**src/rtl/switch_port_ctrl_if.sv**
```systemverilog
// Byte ingress and FIFO egress bundle for switch_port_ctrl.
// Handshake: upstream presents data_in/data_status; the byte transfers on a
// posedge where busy==0 (busy is the inverse of ready and upstream must hold
// data_in/data_status stable while busy==1). write_enb is a one-hot write
// strobe qualifying data_out; the FIFO has no back-pressure other than fifo_full.
interface switch_port_ctrl_if #(
  parameter int NUM_PORTS = 4,
  parameter int DATA_W    = 8
);
  logic [DATA_W-1:0]    data_in;
  logic                 data_status;
  logic                 busy;
  logic [NUM_PORTS-1:0] fifo_full;
  logic                 hold;
  logic [NUM_PORTS-1:0] write_enb;
  logic [DATA_W-1:0]    data_out;

  modport master (
    output data_in, data_status, fifo_full, hold,
    input  busy, write_enb, data_out
  );

  modport slave (
    input  data_in, data_status, fifo_full, hold,
    output busy, write_enb, data_out
  );
endinterface

```
**src/rtl/switch_port_ctrl.sv**
```systemverilog
// Ingress port controller: decodes a packet header against NUM_PORTS port
// addresses, steers header/payload/parity bytes into the selected FIFO,
// drops unmatched packets and (optionally) checks packet parity.
// Optional feature macro: SWITCH_PARITY_CHECK_EN (parity accumulation,
// CHECK state and parity_err). Undefined: parity_err is tied low and the
// controller returns to IDLE right after writing the parity byte.
// o_state exposes the FSM state (IDLE=0, WAIT=1, DATA=2, CHECK=3, DROP=4).
module switch_port_ctrl #(
  parameter int NUM_PORTS = 4,
  parameter int DATA_W    = 8
) (
  input  logic                          i_clk,
  input  logic                          i_reset,
  input  logic [NUM_PORTS*DATA_W-1:0]   i_port_addr,
  switch_port_ctrl_if.slave             bus,
  output logic [DATA_W-1:0]             o_addr,
  output logic                          o_parity_err,
  output logic                          o_pkt_drop,
  output logic [2:0]                    o_state
);

  localparam int SEL_W = (NUM_PORTS > 1) ? $clog2(NUM_PORTS) : 1;

  typedef enum logic [2:0] {
    S_IDLE  = 3'd0,
    S_WAIT  = 3'd1,
    S_DATA  = 3'd2,
    S_CHECK = 3'd3,
    S_DROP  = 3'd4
  } state_t;

  state_t               r_state;
  logic [SEL_W-1:0]     r_sel;
  logic [NUM_PORTS-1:0] r_write_enb;
  logic [DATA_W-1:0]    r_data_out;
  logic [DATA_W-1:0]    r_addr;
  logic                 r_pkt_drop;
  logic                 w_match;
  logic [SEL_W-1:0]     w_match_idx;
  logic                 w_busy;
  logic                 w_data_go;

`ifdef SWITCH_PARITY_CHECK_EN
  logic [DATA_W-1:0]    r_par;
  logic                 r_parity_err;
`endif

  function automatic logic [NUM_PORTS-1:0] f_onehot(input logic [SEL_W-1:0] s);
    f_onehot    = '0;
    f_onehot[s] = 1'b1;
  endfunction

  // Header decode: lowest matching port index wins (loop runs high to low).
  always_comb begin
    w_match     = 1'b0;
    w_match_idx = '0;
    for (int i = NUM_PORTS - 1; i >= 0; i--) begin
      if (i_port_addr[i*DATA_W +: DATA_W] == bus.data_in) begin
        w_match     = 1'b1;
        w_match_idx = SEL_W'(i);
      end
    end
  end

  // In DATA a byte moves only when neither hold nor the selected FIFO stalls.
  assign w_data_go = !(bus.hold || bus.fifo_full[r_sel]);

  // Upstream stall: data_in is not consumed this cycle.
  always_comb begin
    w_busy = 1'b0;
    case (r_state)
      S_IDLE:  w_busy = bus.data_status && w_match && bus.fifo_full[w_match_idx];
      S_WAIT:  w_busy = bus.fifo_full[r_sel];
      S_DATA:  w_busy = !w_data_go;
      S_CHECK: w_busy = 1'b1;
      default: w_busy = 1'b0;
    endcase
  end

  // Packet FSM with registered FIFO write strobe, data and status pulses.
  always_ff @(posedge i_clk) begin
    if (!i_reset) begin
      r_state     <= S_IDLE;
      r_sel       <= '0;
      r_write_enb <= '0;
      r_data_out  <= '0;
      r_addr      <= '0;
      r_pkt_drop  <= 1'b0;
`ifdef SWITCH_PARITY_CHECK_EN
      r_par        <= '0;
      r_parity_err <= 1'b0;
`endif
    end else begin
      r_write_enb <= '0;
      r_pkt_drop  <= 1'b0;
`ifdef SWITCH_PARITY_CHECK_EN
      r_parity_err <= 1'b0;
`endif
      case (r_state)
        S_IDLE: begin
          if (bus.data_status) begin
            if (!w_match) begin
              r_pkt_drop <= 1'b1;
              r_state    <= S_DROP;
            end else begin
              r_sel <= w_match_idx;
              if (bus.fifo_full[w_match_idx]) begin
                r_state <= S_WAIT;
              end else begin
                r_write_enb <= f_onehot(w_match_idx);
                r_data_out  <= bus.data_in;
                r_addr      <= bus.data_in;
`ifdef SWITCH_PARITY_CHECK_EN
                r_par       <= bus.data_in;
`endif
                r_state     <= S_DATA;
              end
            end
          end
        end
        // Header is held stable by upstream; sel was latched on entry.
        S_WAIT: begin
          if (!bus.fifo_full[r_sel]) begin
            r_write_enb <= f_onehot(r_sel);
            r_data_out  <= bus.data_in;
            r_addr      <= bus.data_in;
`ifdef SWITCH_PARITY_CHECK_EN
            r_par       <= bus.data_in;
`endif
            r_state     <= S_DATA;
          end
        end
        S_DATA: begin
          if (w_data_go) begin
            r_write_enb <= f_onehot(r_sel);
            r_data_out  <= bus.data_in;
            if (bus.data_status) begin
`ifdef SWITCH_PARITY_CHECK_EN
              r_par <= r_par ^ bus.data_in;
`endif
            end else begin
`ifdef SWITCH_PARITY_CHECK_EN
              // Flag is raised so that it is visible during the CHECK cycle.
              r_parity_err <= (bus.data_in != r_par);
              r_state      <= S_CHECK;
`else
              r_state      <= S_IDLE;
`endif
            end
          end
        end
        S_CHECK: r_state <= S_IDLE;
        S_DROP: begin
          if (!bus.data_status) r_state <= S_IDLE;
        end
        default: r_state <= S_IDLE;
      endcase
    end
  end

  assign bus.busy      = w_busy;
  assign bus.write_enb = r_write_enb;
  assign bus.data_out  = r_data_out;
  assign o_addr        = r_addr;
  assign o_pkt_drop    = r_pkt_drop;
  assign o_state       = r_state;
`ifdef SWITCH_PARITY_CHECK_EN
  assign o_parity_err  = r_parity_err;
`else
  assign o_parity_err  = 1'b0;
`endif

endmodule

```
**src/flat_wrapper.sv**
```systemverilog
// flat-port wrapper written by rule: the top's interface ports become plain ports
module switch_port_ctrl_flat 
#(
  parameter int NUM_PORTS = 4,
  parameter int DATA_W    = 8
)
  (i_clk, i_reset, i_port_addr, o_addr, o_parity_err, o_pkt_drop, o_state, bus_data_in, bus_data_status, bus_fifo_full, bus_hold, bus_busy, bus_write_enb, bus_data_out);
  switch_port_ctrl_if #(.NUM_PORTS(NUM_PORTS), .DATA_W(DATA_W)) bus_i ();
  input  logic i_clk;
  input  logic i_reset;
  input  logic [NUM_PORTS*DATA_W-1:0] i_port_addr;
  output logic [DATA_W-1:0] o_addr;
  output logic o_parity_err;
  output logic o_pkt_drop;
  output logic [2:0] o_state;
  input wire logic [$bits(bus_i.data_in)-1:0] bus_data_in;
  input wire logic [$bits(bus_i.data_status)-1:0] bus_data_status;
  input wire logic [$bits(bus_i.fifo_full)-1:0] bus_fifo_full;
  input wire logic [$bits(bus_i.hold)-1:0] bus_hold;
  output wire logic [$bits(bus_i.busy)-1:0] bus_busy;
  output wire logic [$bits(bus_i.write_enb)-1:0] bus_write_enb;
  output wire logic [$bits(bus_i.data_out)-1:0] bus_data_out;
  assign bus_i.data_in = bus_data_in;
  assign bus_i.data_status = bus_data_status;
  assign bus_i.fifo_full = bus_fifo_full;
  assign bus_i.hold = bus_hold;
  assign bus_busy = bus_i.busy;
  assign bus_write_enb = bus_i.write_enb;
  assign bus_data_out = bus_i.data_out;
  switch_port_ctrl #(.NUM_PORTS(NUM_PORTS), .DATA_W(DATA_W)) u_core (.i_clk(i_clk), .i_reset(i_reset), .i_port_addr(i_port_addr), .bus(bus_i), .o_addr(o_addr), .o_parity_err(o_parity_err), .o_pkt_drop(o_pkt_drop), .o_state(o_state));
endmodule
```
**config.mk**
```make
export PLATFORM = sky130hd
export DESIGN_NAME = switch_port_ctrl_flat
export DESIGN_NICKNAME = d
export VERILOG_FILES = /design/src/rtl/switch_port_ctrl_if.sv /design/src/rtl/switch_port_ctrl.sv /design/src/flat_wrapper.sv
export SDC_FILE = /design/constraint.sdc
export NUM_CORES = 1
export LEC_CHECK = 0
export ABC_AREA = 0
export BUFFER_PORTS_ARGS = -buffer_cell sky130_fd_sc_hd__buf_2
export CORE_ASPECT_RATIO = 1.5
export CORE_MARGIN = 5
export CORE_UTILIZATION = 30
export CTS_CLUSTER_DIAMETER = 150
export CTS_CLUSTER_SIZE = 24
export DETAILED_ROUTE_END_ITERATION = 10
export GPL_TIMING_DRIVEN = 1
export PLACE_DENSITY_LB_ADDON = 0.15
export SYNTH_ARGS = -nofsm -noshare
export SYNTH_HDL_FRONTEND = slang
export SYNTH_SLANG_ARGS = --single-unit
```
**constraint.sdc**
```tcl
create_clock -name i_clk -period 4 [get_ports i_clk]
set_input_delay 0.4 -clock i_clk [delete_from_list [all_inputs] [get_ports i_clk]]
set_output_delay 0.4 -clock i_clk [all_outputs]
set_load 0.005 [all_outputs]
```
[After elaboration in Yosys (flattened, before gate mapping)]
Cells that the tools add are included.
Storage, ports and cells
  flip-flop bits (word level): 26
  bits of input ports: 48
  output and inout bits: 26
  logic and storage cells: 74
Operators by class
  $lt $le $gt $ge: 4
  equal/unequal tests: 13
  multiplexer cells: 38
  reduce and logical (&&, ||, !) cells: 13
Operator list (count)
  two-way mux 8 bit: 5
  == test 8 bit: 4
  one-hot mux 8 bit (3 select lines): 1
  two-way mux 4 bit: 5
  one-hot mux 8 bit (2 select lines): 1
  two-way mux 3 bit: 5
  one-hot mux 3 bit (4 select lines): 1
  one-hot mux 4 bit (3 select lines): 1
  two-way mux 2 bit: 5
  two-way mux 1 bit: 9
  AND reduction 3 bit: 3
  inequality test 2 bit (second input constant): 4
  == test 3 x 2 -> 1 bit (second input constant): 2
  less-than comparator 2 x 3 -> 1 bit (second input constant): 2
  AND reduction 6 bit: 1
  AND reduction 5 bit: 1
  binary-select mux 1 bit (select 2 bit): 2
  demux 1 bit (select 2 bit): 2
  greater-or-equal comparator 2 x 1 -> 1 bit (second input constant): 2
  logical AND 1 bit: 4
  one-hot mux 1 bit (4 select lines): 1
  == test 3 x 1 -> 1 bit (second input constant): 1
  == test 3 bit (second input constant): 1
  zero test 3 bit: 1
  4 further kinds: 4

[Depth between registers and ports, before layout]
Gate-level depths: netlist of the first run.
  depth in word-level cells: 13
  mapped depth: 9
  gate-level depth less buffers: 7

[Worst setup path before layout of the first run]
Ideal clock, no wire load.
  kind: input port to output port
  start point: in bus_data_in[7]
  end point: out bus_busy
  arrival: 1824 ps
  slack: 1776 ps
  cell stages on the path: 7
  buffers on the path: 1
  cells stage by stage: buf_6 -> xor2_1 -> nor4_2 -> o211ai_1 -> nor4b_4 -> o31ai_1 -> a21oi_1
On the way
  cells in the longest elaborated chain, start to end: 9
RTL lines
  start, declared: RTL line flat_wrapper.sv:16  | input wire logic [$bits(bus_i.data_in)-1:0] bus_data_in;
  == test 8 bit: RTL line switch_port_ctrl.sv:58  | if (i_port_addr[i*DATA_W +: DATA_W] == bus.data_in) begin
  two-way mux 2 bit (4 in a row): RTL line switch_port_ctrl.sv:58
  binary-select mux 1 bit (select 2 bit): RTL line switch_port_ctrl.sv:72  | S_IDLE: w_busy = bus.data_status && w_match && bus.fifo_full[w_match_idx];
  two-way mux 1 bit (not written as such): RTL line switch_port_ctrl.sv:72
  logical AND 1 bit (*): RTL line switch_port_ctrl.sv:72
  one-hot mux 1 bit (4 select lines) (*): RTL line switch_port_ctrl.sv:71  | case (r_state)
  end, declared: RTL line flat_wrapper.sv:20  | output wire logic [$bits(bus_i.busy)-1:0] bus_busy;
Every way passes the cells marked *; elsewhere a longest branch is shown, timed or not. The select of a mux whose other input is x is not followed.

[Worst setup path after layout of the first run]
Same ends and word-level chain as after synthesis.

==> results of run 1 <==
-- flip-flops by register name (all words and copies together), names as in the netlist --
signal                count
u_core.r_sel              2
u_core.o_addr             8
u_core.o_state            3
u_core.o_pkt_drop         1
u_core.bus.data_out       8
u_core.bus.write_enb      4
-- kinds of logic (layout without fill, tap and decap cells) --
kind of cell    count (synthesis)  in the layout
buf+inv                        27             84
flops                          26             26
xor+xnor                       32             32
other cells                     1              1
simple gates                  101            101
compound gates                 28             28
mux                            12             12
-- where the power goes --
group / leakage, nW / total, mW / switching [mW] / internal (mW)
logic: 0.767 / 0.127 / 0.0720 / 0.0548
clock network: 0.0288 / 0.179 / 0.0913 / 0.0882
registers: 0.210 / 0.267 / 0.00338 / 0.264
-- per-layer routing --
metal	vias up	global-route usage (%)	share of wire, %
li1	931	-	-
met1	871	16.0	40
met2	53	24.7	54
met3	6	2.28	4.6
met4	0	4.36	1.8
met5	-	0	0
-- synthesized netlist by cell type (3+ instances only) --
library cell | instances | share of area, %
xnor2_1 | 16 | 6.9
a21oi_1 | 3 | 0.74
nor4_2 | 3 | 1.9
nand3_1 | 13 | 3.2
o22ai_1 | 3 | 0.93
buf_6 | 8 | 4.5
nand2_1 | 23 | 4.3
nor2_1 | 11 | 2.0
clkbuf_1 | 5 | 0.93
dfxtp_1 | 26 | 26
mux2i_1 | 10 | 5.0
nor4_4 | 4 | 4.2
nand4b_1 | 8 | 3.5
nand4_1 | 20 | 6.2
o21ai_0 | 7 | 1.7
inv_1 | 6 | 1.1
clkbuf_8 | 4 | 2.7
or3_1 | 8 | 2.5
xor2_1 | 16 | 6.9
-- placed cells by master, fill, tap and decap left out, types with 10 or more instances in the layout --
| master | netlist | layout |
|---|---|---|
| buf_2 | 1 | 72 |
| dfxtp_1 | 26 | 26 |
| nand2_1 | 23 | 23 |
| nand4_1 | 20 | 20 |
| xor2_1 | 16 | 16 |
| xnor2_1 | 16 | 16 |
| nand3_1 | 13 | 13 |
| nor2_1 | 11 | 11 |
| mux2i_1 | 10 | 10 |
-- worst min path at each step --
stage | start | endpoint | depth (start not counted)
floorplan | u_core.r_sel[1] | u_core.bus.write_enb[1] | 1
global placement | u_core.bus.data_out[5] | u_core.bus.data_out[5] | 2
detailed placement | u_core.bus.data_out[0] | u_core.bus.data_out[0] | 2
CTS | bus_data_status | u_core.o_state[2] | 3
global route | bus_data_status | u_core.o_state[2] | 3
finish | u_core.bus.data_out[1] | u_core.bus.data_out[1] | 2
-- worst max-delay path: stages --
cell	delay, ns
buf_2	0.16
xor2_1	0.19
nor4_4	0.39
nand2_1	0.14
a41o_1	0.32
o31ai_1	0.38
a21oi_1	0.11
buf_2	0.15
-- cell type report --
type	count	area [sq um]	area share [%]
sequential	26	520	22.1
timing repair buffer	74	375	16.0
multi-input combinational	174	1280	54.6
inverter	6	22.5	0.958
clock buffer	4	55.1	2.34
tap	76	95.1	4.04
==> flow_summary_export.csv, run 1 <==
group,metric,value,unit
route,drtAntennaViolNets,0,
cells_and_area,nNetsFinal,333,
yosys,avgSynthCellArea,8.90,sq um
floorplanning,rows,36,
floorplanning,fp.dieW,77.0,microns
global_routing,grt_pass1_wl,9530,microns
worst_hold_path,min_path_type,"flip-flop to flip-flop",
clocking,clk_pin_slew_worst_paths,0.10,ns
global_routing,antenna_found_initial,0,
yosys,ys_warn_count,0,
placement,place_inst,356,
clocking,htreeDepth,1,
route,drt-initial-drc-count,64,
yosys,synthArstFlopShare,0,%
floorplanning,core_area,0.00653,sq mm
floorplanning,dieArea,0.00851,sq mm
yosys,syn_area,0.00202,sq mm
route,first_pass_iters,4,
yosys,synth_seq_cells,26,
route,wl,5840,microns
worst_setup_path,path_class,"primary input to output pin",
placement,routabilityCongestion,0.787,
power,cellPowerDensity,244,mW/mm^2
sta,setup_tns,0,ns
yosys,synth_edf_count,0,
clocking,ctsResizeCount,0,
floorplanning,start_util,30.9,%
worst_setup_path,end_kind,"output pin",
cells_and_area,instances_no_fill,360,
worst_setup_path,worst-path-max-fanout,6,
yosys,synthAdderAreaFrac,0,%
cells_and_area,drive_above_1_share,33.5,%
clocking,cts_tree,"done",
worst_setup_path,startpoint_type,"primary input",
worst_setup_path,startpoint,"bus_data_in[7]",
worst_setup_path,r2r_start,"u_core.r_sel[0]",
placement,dp_slack,1.28,ns
sta,finalSetupViolCount,0,
sta,worst-slew-pin-transition,0.789,ns
sta,drv_slew,0,
worst_setup_path,arrival,2.24,ns
run,cap_viol_max_count,0,
clocking,clock_sinks,26,
yosys,yosys.area_share.simple,32.2,%
clocking,post_cts_buffers,0,
sta,hold_viol_final,0,
clocking,cts-root-buf,"clkbuf_8",
yosys,ys_types,47,
global_routing,grt_overflow,0,
cells_and_area,antenna_cells,0,
sta,grt_setup_unrepaired,"false",
yosys,netlist_instances,227,
cells_and_area,design_area,0.00235,sq mm
global_routing,grtUsageTotal,13.6,%
sta,finalWorstSetupSlack,1.36,ns
route,vias,1861,
placement,place_area,0.00230,sq mm
placement,dp_hpwl,4620,microns
global_routing,grt_max_degree,43,
placement,place.port_buffers,72,
sta,min_period,2.64,ns
yosys,synth_xor_area_share,13.9,%
sta,finalCritPeriodShare,66.0,%
sta,finClkSkew,0.00420,ns
worst_setup_path,r2r_slack,1.68,ns
power,power,573,uW
yosys,ys_seq_area_share,25.8,%
route,avgViaCountPerCell,5.17,
yosys,synth_top_family_by_area,"simple AND/OR/NAND/NOR gates",
floorplanning,ioPinCount,74,
cells_and_area,final_util,36.0,%
global_routing,grt_pass1_vias,1889,
cells_and_area,syn2layout_area_growth,16.4,%
yosys,syn_nets,275,
worst_setup_path,r2r_cells,5,
clocking,cts_buffers,3,
worst_setup_path,r2r-end,"u_core.o_addr[5]",
worst_setup_path,endpoint,"bus_busy",
sta,maxSlewHeadroom,47.0,%
clocking,cts_hold_buf,0,
route,wire_per_inst,16.2,microns
sta,hold_ws,0.464,ns
sta,fmax,379,MHz
floorplanning,die_h,110,microns
clocking,cts_buffer_depth,2,
yosys,synth_mux_area_share,6.63,%
cells_and_area,fillers,706,
clocking,clkLatencyLatePin,0.28,ns
worst_setup_path,critical_path_required,3.60,ns
power,p_leak,1.01,nW
route,drc,0,
yosys,synth_compound_area_share,10.6,%
yosys,synth_top_flop_cell,"dfxtp_1",
power,vdd_ir_drop_max,0.000139,V
status,outcome,"completed",
Note: power is estimated with default switching activity, not from simulation.
==> run 2, diff against run 1 <==
clock period = 2.6 ns   (was 4 ns; I/O delays follow)
==> run 2 against run 1 <==
Hold slack got worse by 0.14 ns. Critical endpoint unchanged. Cell area rose by 2.0%. Cell count increased by 1.1%. First-iteration DRC count shrank 7.8%. Non-clock buffer count grew 4. Flip-flop and latch count is the same. Register-to-register slack lost 1.3 ns. Clock power increased by 92%. Critical path depth is the same.
==> flow_summary_export.csv, run 2 (synthesized netlist as in run 1, its figures left out) <==
group,metric,value,unit
worst_setup_path,end_kind,"output pin",
worst_setup_path,r2r_start,"u_core.r_sel[0]",
sta,finalCritPeriodShare,92.1,%
floorplanning,fp.dieW,77.0,microns
power,p_leak,1.03,nW
global_routing,grt_max_degree,42,
placement,place.port_buffers,72,
worst_hold_path,hold_start,"bus_data_status",
status,outcome,"completed",
worst_hold_path,holdPathStages,3,
route,wire_per_inst,16.2,microns
route,drtAntennaViolNets,0,
sta,setup_tns,0,ns
cells_and_area,seqCellArea,520,sq um
global_routing,grt_pass1_wl,9440,microns
run,cap_viol_max_count,0,
floorplanning,start_util,30.9,%
route,wl,5900,microns
cells_and_area,nNetsFinal,337,
clocking,clock_sinks,26,
worst_hold_path,hold_end,"u_core.o_state[2]",
clocking,clkLatencyLatePin,0.27,ns
placement,routabilityCongestion,0.831,
cells_and_area,instances_no_fill,364,
cells_and_area,layout_common_cells,"buf_2 (72), dfxtp_1 (26), nand2_1 (23)",
clocking,cts_hold_buf,0,
worst_setup_path,startpoint_type,"primary input",
route,drt-initial-drc-count,59,
clocking,clk_pin_slew_worst_paths,0.10,ns
route,avgViaCountPerCell,5.09,
cells_and_area,drive_above_1_share,34.4,%
global_routing,grt_overflow,0,
floorplanning,die_h,110,microns
sta,drv_slew,0,
clocking,cts_tree,"done",
cells_and_area,fillers,708,
sta,fmax,417,MHz
sta,worst-slew-pin-transition,0.522,ns
floorplanning,rows,36,
route,drc,0,
floorplanning,core_area,0.00653,sq mm
cells_and_area,syn2layout_area_growth,18.7,%
worst_setup_path,arrival,2.14,ns
worst_setup_path,r2r_cells,7,
worst_setup_path,critical_path_required,2.34,ns
clocking,cts-root-buf,"clkbuf_8",
worst_hold_path,min_path_type,"primary input to flip-flop",
worst_setup_path,worst-path-max-fanout,6,
worst_setup_path,path_class,"primary input to output pin",
sta,grt_setup_unrepaired,"false",
worst_setup_path,r2r-end,"u_core.bus.data_out[2]",
worst_setup_path,r2r_slack,0.34,ns
global_routing,grt_pass1_vias,1873,
clocking,cts_buffer_depth,2,
global_routing,grtUsageTotal,13.3,%
sta,maxSlewHeadroom,64.7,%
cells_and_area,antenna_cells,0,
power,cellPowerDensity,397,mW/mm^2
clocking,cts_buffers,3,
clocking,htreeDepth,1,
cells_and_area,layout.cells.most_common,"buf_2",
sta,hold_viol_final,0,
placement,place_inst,360,
placement,dp_hpwl,4730,microns
route,first_pass_iters,6,
power,vdd_ir_drop_max,0.000315,V
floorplanning,ioPinCount,74,
sta,finalSetupViolCount,0,
floorplanning,dieArea,0.00851,sq mm
sta,finClkSkew,0.00326,ns
clocking,ctsResizeCount,0,
sta,min_period,2.40,ns
cells_and_area,multiInputGateArea,0.00128,sq mm
global_routing,antenna_found_initial,0,
route,vias,1853,
clocking,post_cts_buffers,0,
## run 2: cell types whose count changed in the layout (fill, tap and decap cells not counted)
cell,change
clkbuf_8,-1
bufinv_16,+1
buf_4,+4
## run 2: stage by stage
| stage | power, mW | util (%) | setup slack (ns) | instance area [sq um] | hold WS [ns] |
|---|---|---|---|---|---|
| after floorplan | 0.559 | - | 0.528 | 2020 | 0.422 |
| after global placement | 0.618 | 35.6 | 0.180 | 2330 | 0.446 |
| after detailed placement | 0.619 | 35.6 | 0.196 | 2330 | 0.452 |
| after CTS | 0.960 | 36.7 | 0.197 | 2400 | 0.320 |
| after global routing | 0.994 | 36.7 | 0.0778 | 2400 | 0.336 |
| final | 0.952 | 36.7 | 0.205 | 2400 | 0.322 |
## run 2: power breakdown
part	internal, mW	switching (mW)
clock network	0.206	0.138
registers	0.406	0.00543
logic	0.0852	0.112
total	0.697	0.255
## run 2: metal layers
layer,track usage [%],part of all wire (%),vias up
li1,-,-,938
met1,15.2,40,867
met2,25.5,55,44
met3,2.36,4.7,4
met4,2.41,0.63,0
met5,0,0,-
## run 2: critical path: stages
cell     delay (ns)
buf_2          0.15
xor2_1         0.19
nor4_4         0.40
nand2_1        0.16
a41o_1         0.33
o31ai_1        0.39
a21oi_1        0.11
buf_2          0.14
## run 2: worst max-delay path by stage
stage / to / start / slack [ns] / cells after the start
4_1_cts: bus_busy / bus_data_in[7] / 0.20 / 8
2_1_floorplan: u_core.o_addr[5] / bus_data_in[3] / 0.53 / 9
3_5_place_dp: bus_busy / bus_data_in[7] / 0.20 / 8
3_3_place_gp: bus_busy / bus_data_in[7] / 0.18 / 8
5_1_grt: bus_busy / bus_data_in[7] / 0.08 / 8
6_report: bus_busy / bus_data_in[7] / 0.20 / 8
## run 2: layout make-up
class / instances / share of cell area [%]
multi-input combinational: 174 / 53.5
sequential: 26 / 21.7
timing repair buffer: 78 / 16.9
tap: 76 / 3.97
clock buffer: 3 / 1.72
clock inverter: 1 / 1.25
inverter: 6 / 0.939
==> run 3, diff against run 2 <==
--- a/config.mk
+++ b/config.mk
@@ -9,3 +9,3 @@
 export BUFFER_PORTS_ARGS = -buffer_cell sky130_fd_sc_hd__buf_2
-export CORE_ASPECT_RATIO = 1.5
+export CORE_ASPECT_RATIO = 0.5
 export CORE_MARGIN = 5
==> constraint.sdc (replaced) <==
create_clock -name i_clk -period 2.6 [get_ports i_clk]
set_input_delay 0 -clock i_clk [delete_from_list [all_inputs] [get_ports i_clk]]
set_output_delay 0 -clock i_clk [all_outputs]
set_load 0.005 [all_outputs]
==> run 3 against run 2 <==
Power increased by 3.3%. First-iteration DRC count rose by 110%. Clock power is 9.6% higher. Non-clock buffer count decreased by 3. Global-route usage fell by 0.30 points. Setup slack gained 0.17 ns. Highest routed layer unchanged. Flip-flop and latch count unchanged. Critical endpoint is now u_core.bus.write_enb[3]. Wire length shrank 3.3%.
==> flow_summary_export.csv, run 3 (synthesized netlist as in run 1, its figures left out) <==
group,metric,value,unit
status,outcome,"completed",
global_routing,grtUsageTotal,13.0,%
global_routing,grt_max_degree,42,
run,cap_viol_max_count,0,
placement,routabilityCongestion,0.865,
sta,worst-slew-pin-transition,0.613,ns
clocking,htreeDepth,1,
global_routing,grt_pass1_vias,1781,
global_routing,grt_overflow,0,
clocking,cts_hold_buf,0,
clocking,clk_pin_slew_worst_paths,0.06,ns
worst_setup_path,end_kind,"flip-flop",
cells_and_area,layout.cells.most_common,"buf_2",
route,wl_met2,2710,microns
sta,hold_viol_final,0,
placement,place_inst,373,
worst_setup_path,critical_path_required,2.78,ns
clocking,cts-root-buf,"clkbuf_16",
route,vias,1862,
cells_and_area,syn2layout_area_growth,19.5,%
route,first_pass_iters,4,
route,wire_per_inst,15.1,microns
sta,min_period,2.23,ns
worst_setup_path,worst-path-max-fanout,6,
route,drc,0,
sta,finalSetupViolCount,0,
clocking,post_cts_buffers,0,
cells_and_area,antenna_cells,0,
sta,setup_tns,0,ns
sta,finalWorstSetupSlack,0.374,ns
placement,dp_slack,0.367,ns
global_routing,grt_pass1_wl,8980,microns
power,vdd_ir_drop_max,0.000251,V
floorplanning,start_util,30.5,%
route,wl_met1,2770,microns
route,avgViaCountPerCell,4.94,
placement,dp_hpwl,4500,microns
clocking,clock_sinks,26,
worst_setup_path,startpoint,"u_core.r_sel[0]",
placement,place.port_buffers,72,
floorplanning,die_h,68.0,microns
sta,grt_setup_unrepaired,"false",
sta,fmax,449,MHz
sta,finClkSkew,0.00576,ns
cells_and_area,layout_common_cells,"buf_2 (72), dfxtp_1 (26), nand2_1 (23)",
clocking,cts_buffer_depth,2,
sta,maxSlewHeadroom,58.6,%
cells_and_area,instances_no_fill,377,
worst_setup_path,arrival,2.40,ns
clocking,clkLatencyLatePin,0.26,ns
route,drt-initial-drc-count,124,
floorplanning,core_area,0.00662,sq mm
cells_and_area,nNetsFinal,334,
floorplanning,fp.dieW,126,microns
sta,drv_slew,0,
clocking,cts_tree,"done",
power,power,983,uW
floorplanning,dieArea,0.00857,sq mm
sta,finalCritPeriodShare,85.6,%
power,cellPowerDensity,408,mW/mm^2
floorplanning,ioPinCount,74,
clocking,ctsResizeCount,0,
worst_hold_path,min_path_type,"primary input to flip-flop",
sta,hold_ws,0.0765,ns
route,dr_wl_met3,213,microns
cells_and_area,drive_above_1_share,33.7,%
worst_setup_path,path_class,"flip-flop to flip-flop",
clocking,cts_buffers,3,
worst_setup_path,startpoint_type,"flip-flop",
route,highest_layer,"met4",
global_routing,antenna_found_initial,0,
worst_hold_path,hold_start,"bus_data_status",
route,drtAntennaViolNets,0,
floorplanning,rows,21,
power,p_leak,1.03,nW
worst_setup_path,r2r_start,"u_core.r_sel[0]",
route,wl,5710,microns
==> run 3: changes by cell type in the layout (fill, tap and decap cells not counted) <==
| cell | change |
|---|---|
| buf_4 | -3 |
| clkbuf_16 | +3 |
| clkbuf_8 | -2 |
| bufinv_16 | -1 |
==> run 3: area by class of cell <==
| type | count | area [sq um] |
|---|---|---|
| fillers | 720 | 4210 |
| multi-input cells | 174 | 1280 |
| flip-flops and latches | 26 | 520 |
| repair buffers | 75 | 383 |
| well taps | 92 | 115 |
| clock buffers | 4 | 88.8 |
| inverters | 6 | 22.5 |
==> run 3: report_power, final <==
group	total, mW	internal [mW]	leakage, nW	switching, mW
sequential	0.411	0.406	0.210	0.00563
combinational	0.195	0.0845	0.772	0.110
clock	0.377	0.236	0.0442	0.142
==> run 3: per-stage QoR <==
stage               utilization [%]  instance area (sq um)
floorplan                         -                   2020
global placement               35.1                   2320
detailed placement             35.1                   2320
CTS                            36.4                   2410
global route                   36.4                   2410
finish                         36.4                   2410
==> run 3: metal layers <==
layer	global-route usage (%)	up-vias
li1	-	935
met1	17.4	888
met2	22.5	37
met3	2.88	2
met4	1.74	0
met5	0	-
==> run 3: worst paths after layout <==
check,to,slack (ns),cells past startpoint
min,u_core.o_state[2],0.08,3
min reg2reg,u_core.bus.data_out[4],0.47,2
max,u_core.bus.write_enb[3],0.37,7
max reg2reg,u_core.bus.write_enb[3],0.37,7
==> run 3: critical path, cell delays in order, from the launching register on <==
cell     delay (ns)
dfxtp_1        0.46
mux4_2         0.56
or2_1          0.27
mux2i_1        0.14
a32o_1         0.22
o21a_4         0.19
nand3_1        0.11
o22ai_1        0.18
